[config.mk]
export PLATFORM = sky130hd
export DESIGN_NAME = othello_move_engine_flat
export DESIGN_NICKNAME = d
export VERILOG_FILES = /design/src/rtl/othello_pkg.sv /design/src/rtl/othello_move_engine_if.sv /design/src/rtl/othello_coord_step.sv /design/src/rtl/othello_move_engine.sv /design/src/flat_wrapper.sv
export SDC_FILE = /design/constraint.sdc
export NUM_CORES = 1
export LEC_CHECK = 0
export ABC_AREA = 1
export BUFFER_PORTS_ARGS = -buffer_cell sky130_fd_sc_hd__buf_2
export CAP_MARGIN = 20
export CELL_PAD_IN_SITES_DETAIL_PLACEMENT = 0
export CELL_PAD_IN_SITES_GLOBAL_PLACEMENT = 1
export CORE_ASPECT_RATIO = 0.7
export CORE_UTILIZATION = 44
export CTS_CLUSTER_DIAMETER = 30
export CTS_CLUSTER_SIZE = 16
export DETAILED_ROUTE_END_ITERATION = 16
export PLACE_DENSITY_LB_ADDON = 0.12
export SLEW_MARGIN = 40
export SYNTH_ARGS = -nofsm -noshare
export SYNTH_HDL_FRONTEND = slang
export SYNTH_SLANG_ARGS = --single-unit
[constraint.sdc]
create_clock -name clock -period 8.2 [get_ports clock]
set_input_delay 1.64 -clock clock [delete_from_list [all_inputs] [get_ports clock]]
set_output_delay 1.64 -clock clock [all_outputs]
set_load 0.01 [all_outputs]
[src/rtl/othello_pkg.sv]
// Shared definitions for the Othello move engine: cell codes, direction table
// and the engine state encoding used by the main controller as well.
package othello_pkg;

  localparam logic [1:0] CELL_EMPTY = 2'b00;
  localparam logic [1:0] CELL_BLACK = 2'b01;
  localparam logic [1:0] CELL_WHITE = 2'b10;

  typedef struct packed {
    logic signed [1:0] dy;
    logic signed [1:0] dx;
  } delta_t;

  // Index d = 0..7 : N, NE, E, SE, S, SW, W, NW  (2'b11 encodes -1)
  localparam delta_t DIR_DELTA [8] = '{
    '{dy: 2'b11, dx: 2'b00},
    '{dy: 2'b11, dx: 2'b01},
    '{dy: 2'b00, dx: 2'b01},
    '{dy: 2'b01, dx: 2'b01},
    '{dy: 2'b01, dx: 2'b00},
    '{dy: 2'b01, dx: 2'b11},
    '{dy: 2'b00, dx: 2'b11},
    '{dy: 2'b11, dx: 2'b11}
  };

  typedef enum logic [3:0] {
    ST_IDLE,
    ST_CHK_RD,
    ST_CHK_EV,
    ST_DIR_INIT,
    ST_SCAN_RD,
    ST_SCAN_EV,
    ST_FLIP,
    ST_NEXT_DIR,
    ST_PLACE,
    ST_DONE,
    ST_REJECT,
    ST_HOLD
  } engine_state_t;

  function automatic logic [1:0] own_cell(input logic player);
    return player ? CELL_WHITE : CELL_BLACK;
  endfunction

  function automatic logic [1:0] opp_cell(input logic player);
    return player ? CELL_BLACK : CELL_WHITE;
  endfunction

endpackage

[src/rtl/othello_move_engine_if.sv]
// Controller + board RAM bus of the move engine. flip_count exists only when
// OTHELLO_FLIP_COUNT_EN is defined.
interface othello_move_engine_if;
  logic       new_move;
  logic       player;
  logic [2:0] move_x;
  logic [2:0] move_y;
  logic [5:0] rd_addr;
  logic [1:0] rd_data;
  logic       wr_en;
  logic [5:0] wr_addr;
  logic [1:0] wr_data;
  logic       busy;
  logic       ack;
  logic       reject;
`ifdef OTHELLO_FLIP_COUNT_EN
  logic [4:0] flip_count;

  modport master (
    output new_move, player, move_x, move_y, rd_data,
    input  rd_addr, wr_en, wr_addr, wr_data, busy, ack, reject, flip_count
  );
  modport slave (
    input  new_move, player, move_x, move_y, rd_data,
    output rd_addr, wr_en, wr_addr, wr_data, busy, ack, reject, flip_count
  );
`else
  modport master (
    output new_move, player, move_x, move_y, rd_data,
    input  rd_addr, wr_en, wr_addr, wr_data, busy, ack, reject
  );
  modport slave (
    input  new_move, player, move_x, move_y, rd_data,
    output rd_addr, wr_en, wr_addr, wr_data, busy, ack, reject
  );
`endif
endinterface

[src/rtl/othello_coord_step.sv]
// One step from board position {y,x} along direction d; flags leaving the board.
module othello_coord_step
  import othello_pkg::*;
(
  input  logic [5:0] pos_i,
  input  logic [2:0] dir_i,
  output logic [5:0] pos_o,
  output logic       off_board_o
);

  delta_t            delta;
  logic signed [3:0] ny;
  logic signed [3:0] nx;

  // 4-bit signed coordinates: -1 and 8 both have bit 3 set.
  always_comb begin
    delta       = DIR_DELTA[dir_i];
    ny          = $signed({1'b0, pos_i[5:3]}) + $signed({{2{delta.dy[1]}}, delta.dy});
    nx          = $signed({1'b0, pos_i[2:0]}) + $signed({{2{delta.dx[1]}}, delta.dx});
    off_board_o = ny[3] | nx[3];
    pos_o       = {ny[2:0], nx[2:0]};
  end

endmodule

[src/rtl/othello_move_engine.sv]
// Validates and executes one Othello move against the synchronous board RAM.
// Optional flip_count output enabled by OTHELLO_FLIP_COUNT_EN.
module othello_move_engine
  import othello_pkg::*;
(
  input  logic                  clock,
  input  logic                  reset,
  othello_move_engine_if.slave  bus
);

  engine_state_t state_q, state_d;
  logic       busy_q, busy_d;
  logic       ack_q, ack_d;
  logic       reject_q, reject_d;
  logic       wr_en_q, wr_en_d;
  logic [5:0] rd_addr_q, rd_addr_d;
  logic [5:0] wr_addr_q, wr_addr_d;
  logic [1:0] wr_data_q, wr_data_d;
  logic [4:0] total_q, total_d;

  logic       player_q, player_d;
  logic [5:0] tgt_q, tgt_d;
  logic [5:0] pos_q, pos_d;
  logic [5:0] first_q, first_d;
  logic [2:0] dir_q, dir_d;
  logic [2:0] run_q, run_d;

  logic [5:0] step_in;
  logic [5:0] step_pos;
  logic       step_off;
  logic [1:0] own_c;
  logic [1:0] opp_c;

  assign own_c = own_cell(player_q);
  assign opp_c = opp_cell(player_q);

  // The single stepper serves the first cell of a direction, the scan walk
  // and the flip walk (which follows the write address).
  always_comb begin
    step_in = pos_q;
    if (state_q == ST_DIR_INIT) step_in = tgt_q;
    else if (state_q == ST_FLIP) step_in = wr_addr_q;
  end

  othello_coord_step u_step (
    .pos_i       (step_in),
    .dir_i       (dir_q),
    .pos_o       (step_pos),
    .off_board_o (step_off)
  );

  always_comb begin
    state_d   = state_q;
    ack_d     = 1'b0;
    reject_d  = 1'b0;
    wr_en_d   = 1'b0;
    rd_addr_d = rd_addr_q;
    wr_addr_d = wr_addr_q;
    wr_data_d = wr_data_q;
    total_d   = total_q;
    player_d  = player_q;
    tgt_d     = tgt_q;
    pos_d     = pos_q;
    first_d   = first_q;
    dir_d     = dir_q;
    run_d     = run_q;

    unique case (state_q)
      ST_IDLE: begin
        if (bus.new_move) begin
          player_d  = bus.player;
          tgt_d     = {bus.move_y, bus.move_x};
          rd_addr_d = {bus.move_y, bus.move_x};
          total_d   = '0;
          state_d   = ST_CHK_RD;
        end
      end
      ST_CHK_RD: state_d = ST_CHK_EV;
      ST_CHK_EV: begin
        if (bus.rd_data != CELL_EMPTY) begin
          reject_d = 1'b1;
          state_d  = ST_REJECT;
        end else begin
          dir_d   = '0;
          state_d = ST_DIR_INIT;
        end
      end
      ST_DIR_INIT: begin
        run_d = '0;
        if (step_off) begin
          state_d = ST_NEXT_DIR;
        end else begin
          pos_d     = step_pos;
          first_d   = step_pos;
          rd_addr_d = step_pos;
          state_d   = ST_SCAN_RD;
        end
      end
      ST_SCAN_RD: state_d = ST_SCAN_EV;
      ST_SCAN_EV: begin
        if (bus.rd_data == opp_c) begin
          run_d = run_q + 3'd1;
          if (step_off) begin
            state_d = ST_NEXT_DIR;
          end else begin
            pos_d     = step_pos;
            rd_addr_d = step_pos;
            state_d   = ST_SCAN_RD;
          end
        end else if (bus.rd_data == own_c && run_q != 3'd0) begin
          // run is credited up front; FLIP then counts it down to 1.
          total_d   = total_q + {2'b00, run_q};
          wr_en_d   = 1'b1;
          wr_addr_d = first_q;
          wr_data_d = own_c;
          state_d   = ST_FLIP;
        end else begin
          state_d = ST_NEXT_DIR;
        end
      end
      ST_FLIP: begin
        if (run_q > 3'd1) begin
          run_d     = run_q - 3'd1;
          wr_en_d   = 1'b1;
          wr_addr_d = step_pos;
        end else begin
          state_d = ST_NEXT_DIR;
        end
      end
      ST_NEXT_DIR: begin
        if (dir_q != 3'd7) begin
          dir_d   = dir_q + 3'd1;
          state_d = ST_DIR_INIT;
        end else if (total_q != 5'd0) begin
          wr_en_d   = 1'b1;
          wr_addr_d = tgt_q;
          wr_data_d = own_c;
          state_d   = ST_PLACE;
        end else begin
          reject_d = 1'b1;
          state_d  = ST_REJECT;
        end
      end
      ST_PLACE: begin
        ack_d   = 1'b1;
        state_d = ST_DONE;
      end
      ST_DONE, ST_REJECT: state_d = ST_HOLD;
      ST_HOLD: if (!bus.new_move) state_d = ST_IDLE;
      default: state_d = ST_IDLE;
    endcase

    busy_d = !(state_d inside {ST_IDLE, ST_HOLD});
  end

  always_ff @(posedge clock or posedge reset) begin
    if (reset) begin
      state_q   <= ST_IDLE;
      busy_q    <= 1'b0;
      ack_q     <= 1'b0;
      reject_q  <= 1'b0;
      wr_en_q   <= 1'b0;
      rd_addr_q <= '0;
      wr_addr_q <= '0;
      wr_data_q <= '0;
      total_q   <= '0;
    end else begin
      state_q   <= state_d;
      busy_q    <= busy_d;
      ack_q     <= ack_d;
      reject_q  <= reject_d;
      wr_en_q   <= wr_en_d;
      rd_addr_q <= rd_addr_d;
      wr_addr_q <= wr_addr_d;
      wr_data_q <= wr_data_d;
      total_q   <= total_d;
    end
  end

  // Move-context registers are always loaded before use, so no reset.
  always_ff @(posedge clock) begin
    player_q <= player_d;
    tgt_q    <= tgt_d;
    pos_q    <= pos_d;
    first_q  <= first_d;
    dir_q    <= dir_d;
    run_q    <= run_d;
  end

  assign bus.busy    = busy_q;
  assign bus.ack     = ack_q;
  assign bus.reject  = reject_q;
  assign bus.wr_en   = wr_en_q;
  assign bus.rd_addr = rd_addr_q;
  assign bus.wr_addr = wr_addr_q;
  assign bus.wr_data = wr_data_q;

`ifdef OTHELLO_FLIP_COUNT_EN
  logic [4:0] flip_count_q, flip_count_d;

  // DONE is entered only from PLACE, when total is final.
  always_comb begin
    flip_count_d = flip_count_q;
    if (state_d == ST_DONE && state_q == ST_PLACE) flip_count_d = total_q;
    else if (state_d == ST_REJECT || state_d == ST_CHK_RD) flip_count_d = '0;
  end

  always_ff @(posedge clock or posedge reset) begin
    if (reset) flip_count_q <= '0;
    else       flip_count_q <= flip_count_d;
  end

  assign bus.flip_count = flip_count_q;
`endif

endmodule

[src/flat_wrapper.sv]
// flat-port wrapper written by rule: the top's interface ports become plain ports
module othello_move_engine_flat import othello_pkg::*;
  (clock, reset, bus_new_move, bus_player, bus_move_x, bus_move_y, bus_rd_data, bus_rd_addr, bus_wr_en, bus_wr_addr, bus_wr_data, bus_busy, bus_ack, bus_reject);
  othello_move_engine_if bus_i ();
  input  logic clock;
  input  logic reset;
  input wire logic [$bits(bus_i.new_move)-1:0] bus_new_move;
  input wire logic [$bits(bus_i.player)-1:0] bus_player;
  input wire logic [$bits(bus_i.move_x)-1:0] bus_move_x;
  input wire logic [$bits(bus_i.move_y)-1:0] bus_move_y;
  input wire logic [$bits(bus_i.rd_data)-1:0] bus_rd_data;
  output wire logic [$bits(bus_i.rd_addr)-1:0] bus_rd_addr;
  output wire logic [$bits(bus_i.wr_en)-1:0] bus_wr_en;
  output wire logic [$bits(bus_i.wr_addr)-1:0] bus_wr_addr;
  output wire logic [$bits(bus_i.wr_data)-1:0] bus_wr_data;
  output wire logic [$bits(bus_i.busy)-1:0] bus_busy;
  output wire logic [$bits(bus_i.ack)-1:0] bus_ack;
  output wire logic [$bits(bus_i.reject)-1:0] bus_reject;
  assign bus_i.new_move = bus_new_move;
  assign bus_i.player = bus_player;
  assign bus_i.move_x = bus_move_x;
  assign bus_i.move_y = bus_move_y;
  assign bus_i.rd_data = bus_rd_data;
  assign bus_rd_addr = bus_i.rd_addr;
  assign bus_wr_en = bus_i.wr_en;
  assign bus_wr_addr = bus_i.wr_addr;
  assign bus_wr_data = bus_i.wr_data;
  assign bus_busy = bus_i.busy;
  assign bus_ack = bus_i.ack;
  assign bus_reject = bus_i.reject;
  othello_move_engine u_core (.clock(clock), .reset(reset), .bus(bus_i));
endmodule
==> qor.yml <==
gp_congestion: 0.815
muxShareOfSynthArea_pct: 0
first_iter_violations: 120
layout.cells.most_common_list: "nand2_1 (86), inv_1 (49), nor2_1 (32)"
slew_violations: 0
period_minus_slack_ps: 3320
grt_pass1_wl_um: 11700
ctsResizeCount: 0
setup_total_negative_slack_ps: 0
arrival_ps: 3260
end_kind: "flop"
fin_nets: 415
track_usage_pct: 21.7
run_status: "complete, no violations"
max_freq_ghz: 0.302
crit_path_cell_trace: "nor2_4 -> inv_4 -> nor2_2 -> inv_2 -> nor2_1 -> o22ai_1 -> ha_1 -> or2_2 -> nand2_1 -> nand2_1 -> nand2_1 -> nand3_1 -> nor2_1"
synth_compound_area_share_pct: 11.2
power-per-cell-area_nw_per_um2: 378
io_pins: 30
finClkSkew_ps: 5.04
cts_inserted_buffers: 5
crit_type: "flop to flop"
synth.yosys.seq_area_share_pct: 46.8
critical_path_required_ps: 8150
placeableCoreArea_sq_um: 6460
area_growth_pct: 10.2
layout_commonest_cell: "nand2_1"
cts-htree-levels: 2
drv_cap: 0
ys_warn_count: 0
synthXorXnorAreaFrac_pct: 0.862
wire_length_per_cell_um: 14.8
antenna_found_initial: 0
routed_wirelength_um: 7050
drive_above_1_share_pct: 18.2
cts_root_buf: "clkbuf_8"
detail_route.drc_violations: 0
postSynthRegisterBits: 52
clk_pin_slew_worst_paths_ps: 90
placement.io_buffers: 29
pre_cts_slack_ps: 4900
worst_slew_margin_rel_pct: 57.9
power.leakage_uw: 0.00170
setup_violations: 0
synth-adder-area-share_pct: 8.95
synthDistinctLibCells: 38
vias: 2368
cp_common_cell: "nand2_1"
post_cts_hold_buffer_count: 0
hpwlAfterDp_um: 5570
synth_area_per_cell_sq_um: 8.69
ant_nets: 0
die_area_sq_um: 7270
first_global_vias: 2282
syn_nets: 383
die_x_um: 102
critical_path.slowest_cell: "dfrtp_1"
tightest_slew_ps: 629
grt_start_max_net_pins: 28
globalRoute.totalOverflow: 0
report.final.hold_viol_count: 0
cts_setup_buffers: 0
hold_path_class: "flop to flop"
fin_crit_sh_pct: 40.4
netlist_area_sq_um: 3050
rows: 24
n_antenna_cell: 0
setup_repair_after_global_routing_missed_its_margin: "false"
syn-instance-count: 351
worstPathMaxFanout: 13
synthSimpleGateAreaFrac_pct: 23.7
drt_pre_antenna_iters: 5
cts_tree: "built"
cts_max_path_bufs: 2
numClockSinks: 52
die_height_um: 71.7
start_util_pct: 47.2
clock_insertion_delay_worst_skew_ps: 300
cp_slowest_stage_delay_ps: 430
setup.reg_to_reg.worst_slack_ps: 4880
largest_vdd_supply_drop_mv: 0.153
main_combinational_cell_family_by_area_after_synthesis: "simple AND/OR/NAND/NOR gates"
fillers: 651
final_critical_path_setup_slack_ps: 4880
worstSetupStartpointType: "flop"
viasPerCell: 4.99
[registers in the layout, indices dropped and copies added (netlist names), 3 cells and up]
name and cells:
u_core.bus.wr_addr 6, u_core.total_q 5, u_core.tgt_q 6, u_core.pos_q 6, u_core.dir_q 3, u_core.bus.rd_addr 6
u_core.run_q 3, u_core.state_q 4, u_core.first_q 6
[routing by layer]
metal | global-route usage [%] | up-vias | routed length (um)
met5 | 0 | - | 0
met4 | 4.35 | 0 | 52
met3 | 3.90 | 4 | 429
met2 | 30.0 | 71 | 2790
met1 | 35.0 | 1088 | 3770
li1 | - | 1205 | -
[Yosys cell counts, drive strengths merged]
cell type  instances  area share (%)
nor2              40             6.9
o22ai              6             1.2
clkbuf             1            0.12
nand3             19             3.1
xor2               2            0.57
o211ai             2            0.49
dfrtp             27              22
o211a              1            0.33
buf                4             1.1
o221a              1            0.37
o21ai             32             5.9
a221oi             2            0.57
nor3               5             1.4
edfxtp            25              25
xnor2              1            0.29
o21a               1            0.25
inv               57             7.1
ha                17             7.0
a21oi              8             1.6
clkinv             1            0.16
nand4              1            0.21
nand2             91              12
o221ai             2            0.57
fa                 3             2.0
or2                2            0.41
[cells by family after synthesis]
family | after synthesis
adders and majority gates | 20
and+or+nand+nor | 158
buffers and inverters | 63
xor gates and xnor gates | 3
DFF | 52
AOI/OAI and AO/OA | 55
[per-stage QoR]
stage / instances / area (sq um) / utilization (%) / power (uW) / hold slack [ps]
floorplan: 351 / 3050 / - / 929 / 474
global placement: 467 / 3280 / 50.8 / 1120 / 469
detailed placement: 467 / 3280 / 50.8 / 1130 / 479
CTS: 475 / 3360 / 52.1 / 1270 / 503
global route: 475 / 3360 / 52.1 / 1390 / 542
finish: 475 / 3360 / 52.1 / 1270 / 499
[critical path, delay by kind of cell, from the launching register on]
kind | cells | cell delay (ps)
AO/OA/AOI/OAI | 1 | 100
adder cells (fa/ha/maj) | 1 | 310
buffers and inverters | 2 | 310
flip-flops | 1 | 430
AND/OR/NAND/NOR | 9 | 1800
[path summary, 6_finish.rpt]
check / from / end / cells after the start
setup / recovery: u_core.state_q[3] / u_core.pos_q[3] / 13
hold / removal: u_core.bus.wr_data[0] / u_core.bus.wr_data[0] / 1
setup reg to reg: u_core.state_q[3] / u_core.pos_q[3] / 13
hold reg to reg: u_core.bus.wr_data[0] / u_core.bus.wr_data[0] / 1
max in group asynchronous: reset / u_core.total_q[3] / 3
min in group asynchronous: reset / u_core.bus.rd_addr[3] / 3
[cell type report]
cell class,instances,area (sq um),area share (%)
flip-flops and latches,52,1430,42.4
inverters,58,221,6.59
repair buffers,30,153,4.54
clock inverters,1,5.00,0.149
multi-input cells,236,1370,40.6
clock buffers,7,76.3,2.27
well taps,91,114,3.39
[report_power, final]
group / switching [uW] / leakage [uW] / internal, uW
registers: 52.9 / 0.000570 / 396
clock network: 82.1 / 0.0000422 / 60.2
logic: 452 / 0.00109 / 227
Note: power is estimated with default switching activity, not from simulation.
